==> src/rtl/tdm_demux_pkg.sv <==
// tdm_demux_pkg: state encoding and default widths shared by the TDM mux/demux pair.
package tdm_demux_pkg;
    typedef enum logic {IDLE = 1'b0, RUN = 1'b1} state_t;
    localparam int DEF_DATA_W = 2;
    localparam int DEF_NUM_CH = 2;
endpackage

==> src/rtl/tdm_slot_counter.sv <==
// tdm_slot_counter: expected channel slot with increment/wrap, load-to-1 and clear.
module tdm_slot_counter #(
    parameter int NUM_CH = 2,
    parameter int CH_W   = $clog2(NUM_CH)
) (
    input  logic            clk,
    input  logic            rst,
    input  logic            i_clr,
    input  logic            i_load1,
    input  logic            i_inc,
    output logic [CH_W-1:0] o_cnt
);
    logic [CH_W-1:0] r_cnt;
    always_ff @(posedge clk or posedge rst) begin
        if (rst) r_cnt <= '0;
        else if (i_clr) r_cnt <= '0;
        else if (i_load1) r_cnt <= CH_W'(1);
        else if (i_inc) r_cnt <= (r_cnt == CH_W'(NUM_CH - 1)) ? '0 : r_cnt + CH_W'(1);
    end
    assign o_cnt = r_cnt;
endmodule

==> src/rtl/tdm_demux.sv <==
// tdm_demux: steers an interleaved word stream into per-channel holding registers,
// tracking slots from the start-of-frame marker and resynchronising on framing errors.
module tdm_demux
    import tdm_demux_pkg::*;
#(
    parameter int DATA_W = DEF_DATA_W,
    parameter int NUM_CH = DEF_NUM_CH
) (
    input  logic                     clk,
    input  logic                     rst,
    input  logic                     in_valid,
    input  logic [DATA_W-1:0]        in_data,
    input  logic                     in_sof,
    output logic [NUM_CH*DATA_W-1:0] out_data,
    output logic [NUM_CH-1:0]        out_valid,
    output logic                     frame_done,
    output logic                     sync_err,
    output logic                     locked
);
    localparam int CH_W = $clog2(NUM_CH);
    state_t                  r_state, w_nxt;
    logic [NUM_CH*DATA_W-1:0] r_out_data;
    logic [NUM_CH-1:0]       r_out_valid;
    logic                    r_frame_done, r_sync_err;
    logic [CH_W-1:0]         w_cnt, w_idx;
    logic                    w_wr, w_err, w_done, w_clr, w_load, w_inc, w_run, w_zero;

    tdm_slot_counter #(.NUM_CH(NUM_CH), .CH_W(CH_W)) u_cnt (
        .clk(clk), .rst(rst), .i_clr(w_clr), .i_load1(w_load), .i_inc(w_inc), .o_cnt(w_cnt)
    );

    assign w_run  = (r_state == RUN);
    assign w_zero = (w_cnt == '0);
    assign w_idx  = in_sof ? '0 : w_cnt;

    always_comb begin
        w_nxt  = r_state;
        w_wr   = 1'b0;
        w_err  = 1'b0;
        w_done = 1'b0;
        w_clr  = 1'b0;
        w_load = 1'b0;
        w_inc  = 1'b0;
        if (in_valid) begin
            if (in_sof) begin
                // SOF always restarts at ch0; mid-frame SOF is flagged but still accepted
                w_wr   = 1'b1;
                w_load = 1'b1;
                w_nxt  = RUN;
                w_err  = w_run && !w_zero;
            end else if (w_run && !w_zero) begin
                w_wr   = 1'b1;
                w_inc  = 1'b1;
                w_done = (w_cnt == CH_W'(NUM_CH - 1));
            end else if (w_run) begin
                w_err  = 1'b1;
                w_clr  = 1'b1;
                w_nxt  = IDLE;
            end
        end
    end

    always_ff @(posedge clk or posedge rst) begin
        if (rst) begin
            r_state      <= IDLE;
            r_out_data   <= '0;
            r_out_valid  <= '0;
            r_frame_done <= 1'b0;
            r_sync_err   <= 1'b0;
        end else begin
            r_state      <= w_nxt;
            if (w_wr) r_out_data[w_idx*DATA_W +: DATA_W] <= in_data;
            r_out_valid  <= w_wr ? (NUM_CH'(1) << w_idx) : '0;
            r_frame_done <= w_done;
            r_sync_err   <= w_err;
        end
    end

    assign out_data   = r_out_data;
    assign out_valid  = r_out_valid;
    assign frame_done = r_frame_done;
    assign sync_err   = r_sync_err;
    assign locked     = w_run;
endmodule

==> config.mk <==
export PLATFORM = sky130hd
export DESIGN_NAME = tdm_demux
export DESIGN_NICKNAME = d
export VERILOG_FILES = /design/src/rtl/tdm_demux_pkg.sv /design/src/rtl/tdm_slot_counter.sv /design/src/rtl/tdm_demux.sv
export SDC_FILE = /design/constraint.sdc
export NUM_CORES = 1
export LEC_CHECK = 0
export BUFFER_PORTS_ARGS = -buffer_cell sky130_fd_sc_hd__buf_4
export CAP_MARGIN = 20
export CORE_AREA = 2 2 39 41
export DETAILED_ROUTE_END_ITERATION = 10
export DIE_AREA = 0 0 41 43
export HOLD_SLACK_MARGIN = 0.05
export SYNTH_ARGS = -nofsm -noshare
export SYNTH_HDL_FRONTEND = slang
export SYNTH_SLANG_ARGS = --single-unit
==> constraint.sdc <==
create_clock -name clk -period 2.6 [get_ports clk]
set_input_delay 0.26 -clock clk [delete_from_list [all_inputs] [get_ports clk]]
set_output_delay 0.26 -clock clk [all_outputs]
set_load 0.01 [all_outputs]
Yosys cells after proc, flatten, opt, wreduce, memory -nomap -nowiden
Cells that the tools add are included.

cells by class
  multiplexer cells = 25
  reductions and logical operators = 3
  $add $sub $neg = 2
  equality and inequality tests = 1
  shift operators = 3

operators by type and width
  kind                      number
  $neg A2 Y34               1
  $shift A2 B34 Y4 const A  1
  $shiftx A2 B34 Y4         1
  $mux W1                   23
  $bwmux W4                 1
  $reduce_bool A3 Y1        1
  $mux W2                   1
  $ne A2 B2 Y1 const B      1
  $reduce_and A2 Y1         1
  $shl A1 B1 Y2 const A     1
  $add A1 B1 Y1 const B     1
  $logic_and A1 B1 Y1       1

word-level totals
  register bits = 10
  bits of input ports = 6
  word-level logic and storage cells = 40
  output and inout port bits = 9

Depth between registers and ports, before layout
  depth in word-level cells = 7
  depth in mapped cells = 2

Modules after synthesis
Synthesis repeated with hierarchy kept, for this count alone.

second synthesis, totals
  cells, all modules = 31
  area, all modules = 410.4 µm²

modules (own cells, without submodules)
  module            cells each  instances  area each (µm²)
  tdm_demux         26          1          364.1
  tdm_slot_counter  5           1          46.3

Worst setup path before layout
No wires, ideal clock.

  path type = register -> register
  from = register r_state, in the netlist locked
  to = register r_out_data[2], in the netlist out_data[2]
  data arrival time = 0.885 ns
  setup slack = 1.588 ns
  stages on the path, launching flop included = 3
  clock period less this slack = 1.012 ns
  library setup time = 0.127 ns
  cell sequence = dfrtp_1 > nand4b_4 > mux2_1

between the ends
  longest elaborated chain between the ends = 4

RTL lines
  element                         line             source
  start: declaration              tdm_demux.sv:21  state_t r_state, w_nxt;
  start signal: assignment        tdm_demux.sv:71  r_state <= w_nxt;
  $logic_and A1 B1 Y1             tdm_demux.sv:51  end else if (w_run && !w_zero) begin
  $mux W1                         tdm_demux.sv:51
  $mux W1                         tdm_demux.sv:45  if (in_sof) begin
  $mux W1                         tdm_demux.sv:44  if (in_valid) begin
  end signal: indexed assignment  tdm_demux.sv:72  if (w_wr) r_out_data[w_idx*DATA_W +: DATA_W] <= in_data;
  end: declaration                tdm_demux.sv:22  logic [NUM_CH*DATA_W-1:0] r_out_data;

No other way between the ends.
A chain may end at the register's enable or synchronous reset.

Worst setup path in the final report
  from = register r_state, in the netlist locked
  to = output locked

RTL lines
  element           line             source
  end: declaration  tdm_demux.sv:18  output logic locked

No word-level cell between the ends.

==> flow_metrics.tcl <==
set metrics [dict create \
    status "finished, final reports clean" \
    nFillCells 143 \
    synth_nets 33 \
    syn_to_final_growth_pct 41.3 \
    crit_slowest_cell "dfrtp_1" \
    io_pins 15 \
    antenna_found_initial 0 \
    clock_path_buffers 2 \
    firstDrtPassIters 1 \
    r2r_setup_slack_ns 1.56 \
    synth_area_leaders "dfrtp_1 (66%), mux2_1 (12%), nand4b_4 (6.2%), inv_1 (4.9%), a22o_2 (2.6%)" \
    first_iter_violations 0 \
    hold_viol_final 0 \
    die_x_um 41 \
    final_nets 53 \
    num_antenna_cells 0 \
    leakagePower_nw 0.302 \
    min_period_ns 1.11 \
    r2r_start "u_cnt.o_cnt" \
    cp-end-kind "primary output" \
    postCtsSetupRepairBufs 0 \
    slowest_delay_ns 0.43 \
    cts_buffers 3 \
    clock_latency_ns 0.25 \
    rows 14 \
    yosysSeqAreaShare_pct 65.6 \
    path_max_fanout 4 \
    worstPathCellList "buf_4" \
    grt_max_degree 11 \
    drv_cap 0 \
    start_util_pct 27.6 \
    portBuffers 14 \
    cpLargestDelayFamily "flip-flops" \
    power_density_nw_per_um2 721 \
    clock-sinks 10 \
    ant_nets 0 \
    dieHeight_um 43 \
    wl_per_cell_um 10.3 \
    cts_max_level 1 \
    final.setup.tns_ns 0 \
    syn_inst 27 \
    drive_gt1_share_pct 44.4 \
    ys_warn_count 0 \
    grt_setup_unrepaired "false" \
    max_clock_freq_mhz 899 \
    ys_types 10 \
    tightest_slew_ns 0.374 \
    globalRouteOverflowTotal 0 \
    coreArea_um2 1380 \
    hold_path_class "primary input to register" \
    hp-start "in_data[1]" \
    worst_ep_arrival_time_ns 0.85 \
    grt_use_total_pct 9.35 \
    syn_area_per_cell_um2 14.1 \
    crit_required_ns 2.34 \
    drc 0 \
    critPathLaunchType "register" \
    wl_um 629 \
    final_cell_count_no_fill 61 \
    path_class "register to primary output" \
    avgViaCountPerCell 4.21 \
    cts_resized 0 \
    cts.clk_slew.worst_paths_ns 0.06 \
    vias 257 \
    die-area_um2 1760 \
    yosysTopAreaCell "dfrtp_1" \
    grt_pass1_wl_um 1060 \
    relSlewSlack_pct 75.0 \
    maxSlewViolCount 0 \
    r2r.worst_path.cells 2 \
    synth_area_um2 382 \
    synth_top_cell_area_share_pct 65.6 \
    cts-root-buf "clkbuf_4" \
    regToRegEndpoint "out_data[3]" \
    cts_tree "built" \
    crit_cells 1 \
    period_share_pct 42.8 \
    path_buf_inv 1 \
    setup.worst_path.start "locked" \
    clock_skew_ns 0.00335 \
    cts_hold_buf 1 \
    dp_cells 57 \
    grt_pass1_vias 267 \
    hpwl_um 508 \
    place.gp.congestion 0.606 \
    synth_seq_cells 10 \
    ir_worst_vdd_mv 0.208 \
    finalSetupViolations 0 \
    critPathCapture "locked" \
]
-- final cells by class --
type	count	area, um^2	area share (%)
clock buffers	3	22.5	4.18
multi-input cells	12	113	20.9
well taps	16	20.0	3.71
flip-flops and latches	10	250	46.4
repair buffers	15	115	21.3
inverters	5	18.8	3.48
-- cell families (layout without fill, tap and decap cells) --
group                  Yosys count  after routing  share of synthesized area, %
buffers and inverters            5             23                          4.92
AO/OA/AOI/OAI                    2              2                          3.93
AND/OR/NAND/NOR                  5              5                          11.5
XOR/XNOR                         1              1                          2.30
multiplexers                     4              4                          11.8
flip-flops                      10             10                          65.6
-- metrics by stage --
step | setup slack [ns] | hold WS (ns) | util, % | total power [mW] | instance area (um^2)
floorplan | 1.59 | 0.100 | - | 0.243 | 382
global placement | 1.59 | 0.261 | 36.6 | 0.295 | 507
detailed placement | 1.56 | 0.273 | 36.6 | 0.296 | 507
CTS | 1.47 | 0.220 | 39.0 | 0.397 | 539
global route | 1.45 | 0.227 | 39.0 | 0.415 | 539
finish | 1.49 | 0.228 | 39.0 | 0.389 | 539
-- flip-flops by register name, summed over array words and instances, names as in the netlist --
| register | cells |
|---|---|
| sync_err | 1 |
| u_cnt.o_cnt | 1 |
| out_data | 4 |
| out_valid | 2 |
| frame_done | 1 |
| locked | 1 |
-- cells in the mapped netlist (all sizes together) --
| cell | count |
|---|---|
| mux2 | 4 |
| a22o | 1 |
| and2b | 1 |
| o21ai | 1 |
| nand4b | 1 |
| inv | 5 |
| nor2 | 1 |
| dfrtp | 10 |
| nand2 | 2 |
| xor2 | 1 |
-- layer usage --
metal  vias up  share of wire, %  GRT usage [%]
met5         -                 0              0
met4         0                 0           8.00
met3         0                14           3.14
met2        14                41           12.5
met1       121                44           11.4
li1        122                 -              -
-- worst min-delay path by stage --
stage	slack, ns	endpoint	cells after the start
global placement	0.26	out_valid[1]	2
detailed placement	0.27	out_valid[0]	2
floorplan	0.10	frame_done	1
finish	0.23	out_data[1]	2
CTS	0.22	out_data[1]	2
global route	0.23	out_data[1]	2
-- power breakdown --
part	leakage, nW	total (mW)	switching (mW)	internal (mW)
clock	0.0138	0.0967	0.0438	0.0530
combinational	0.164	0.0904	0.0370	0.0534
sequential	0.123	0.202	0.0193	0.183
total	0.302	0.389	0.100	0.289
-- cells in the final DEF (no fill, tap or decap) --
cell type,n
a22o_2,1
and2b_2,1
buf_4,14
clkbuf_4,3
dfrtp_1,10
dlygate4sd3_1,1
inv_1,5
mux2_1,4
nand2_1,2
nand4b_4,1
nor2_1,1
o21ai_0,1
xor2_1,1
(Power assumes the default switching activity.)
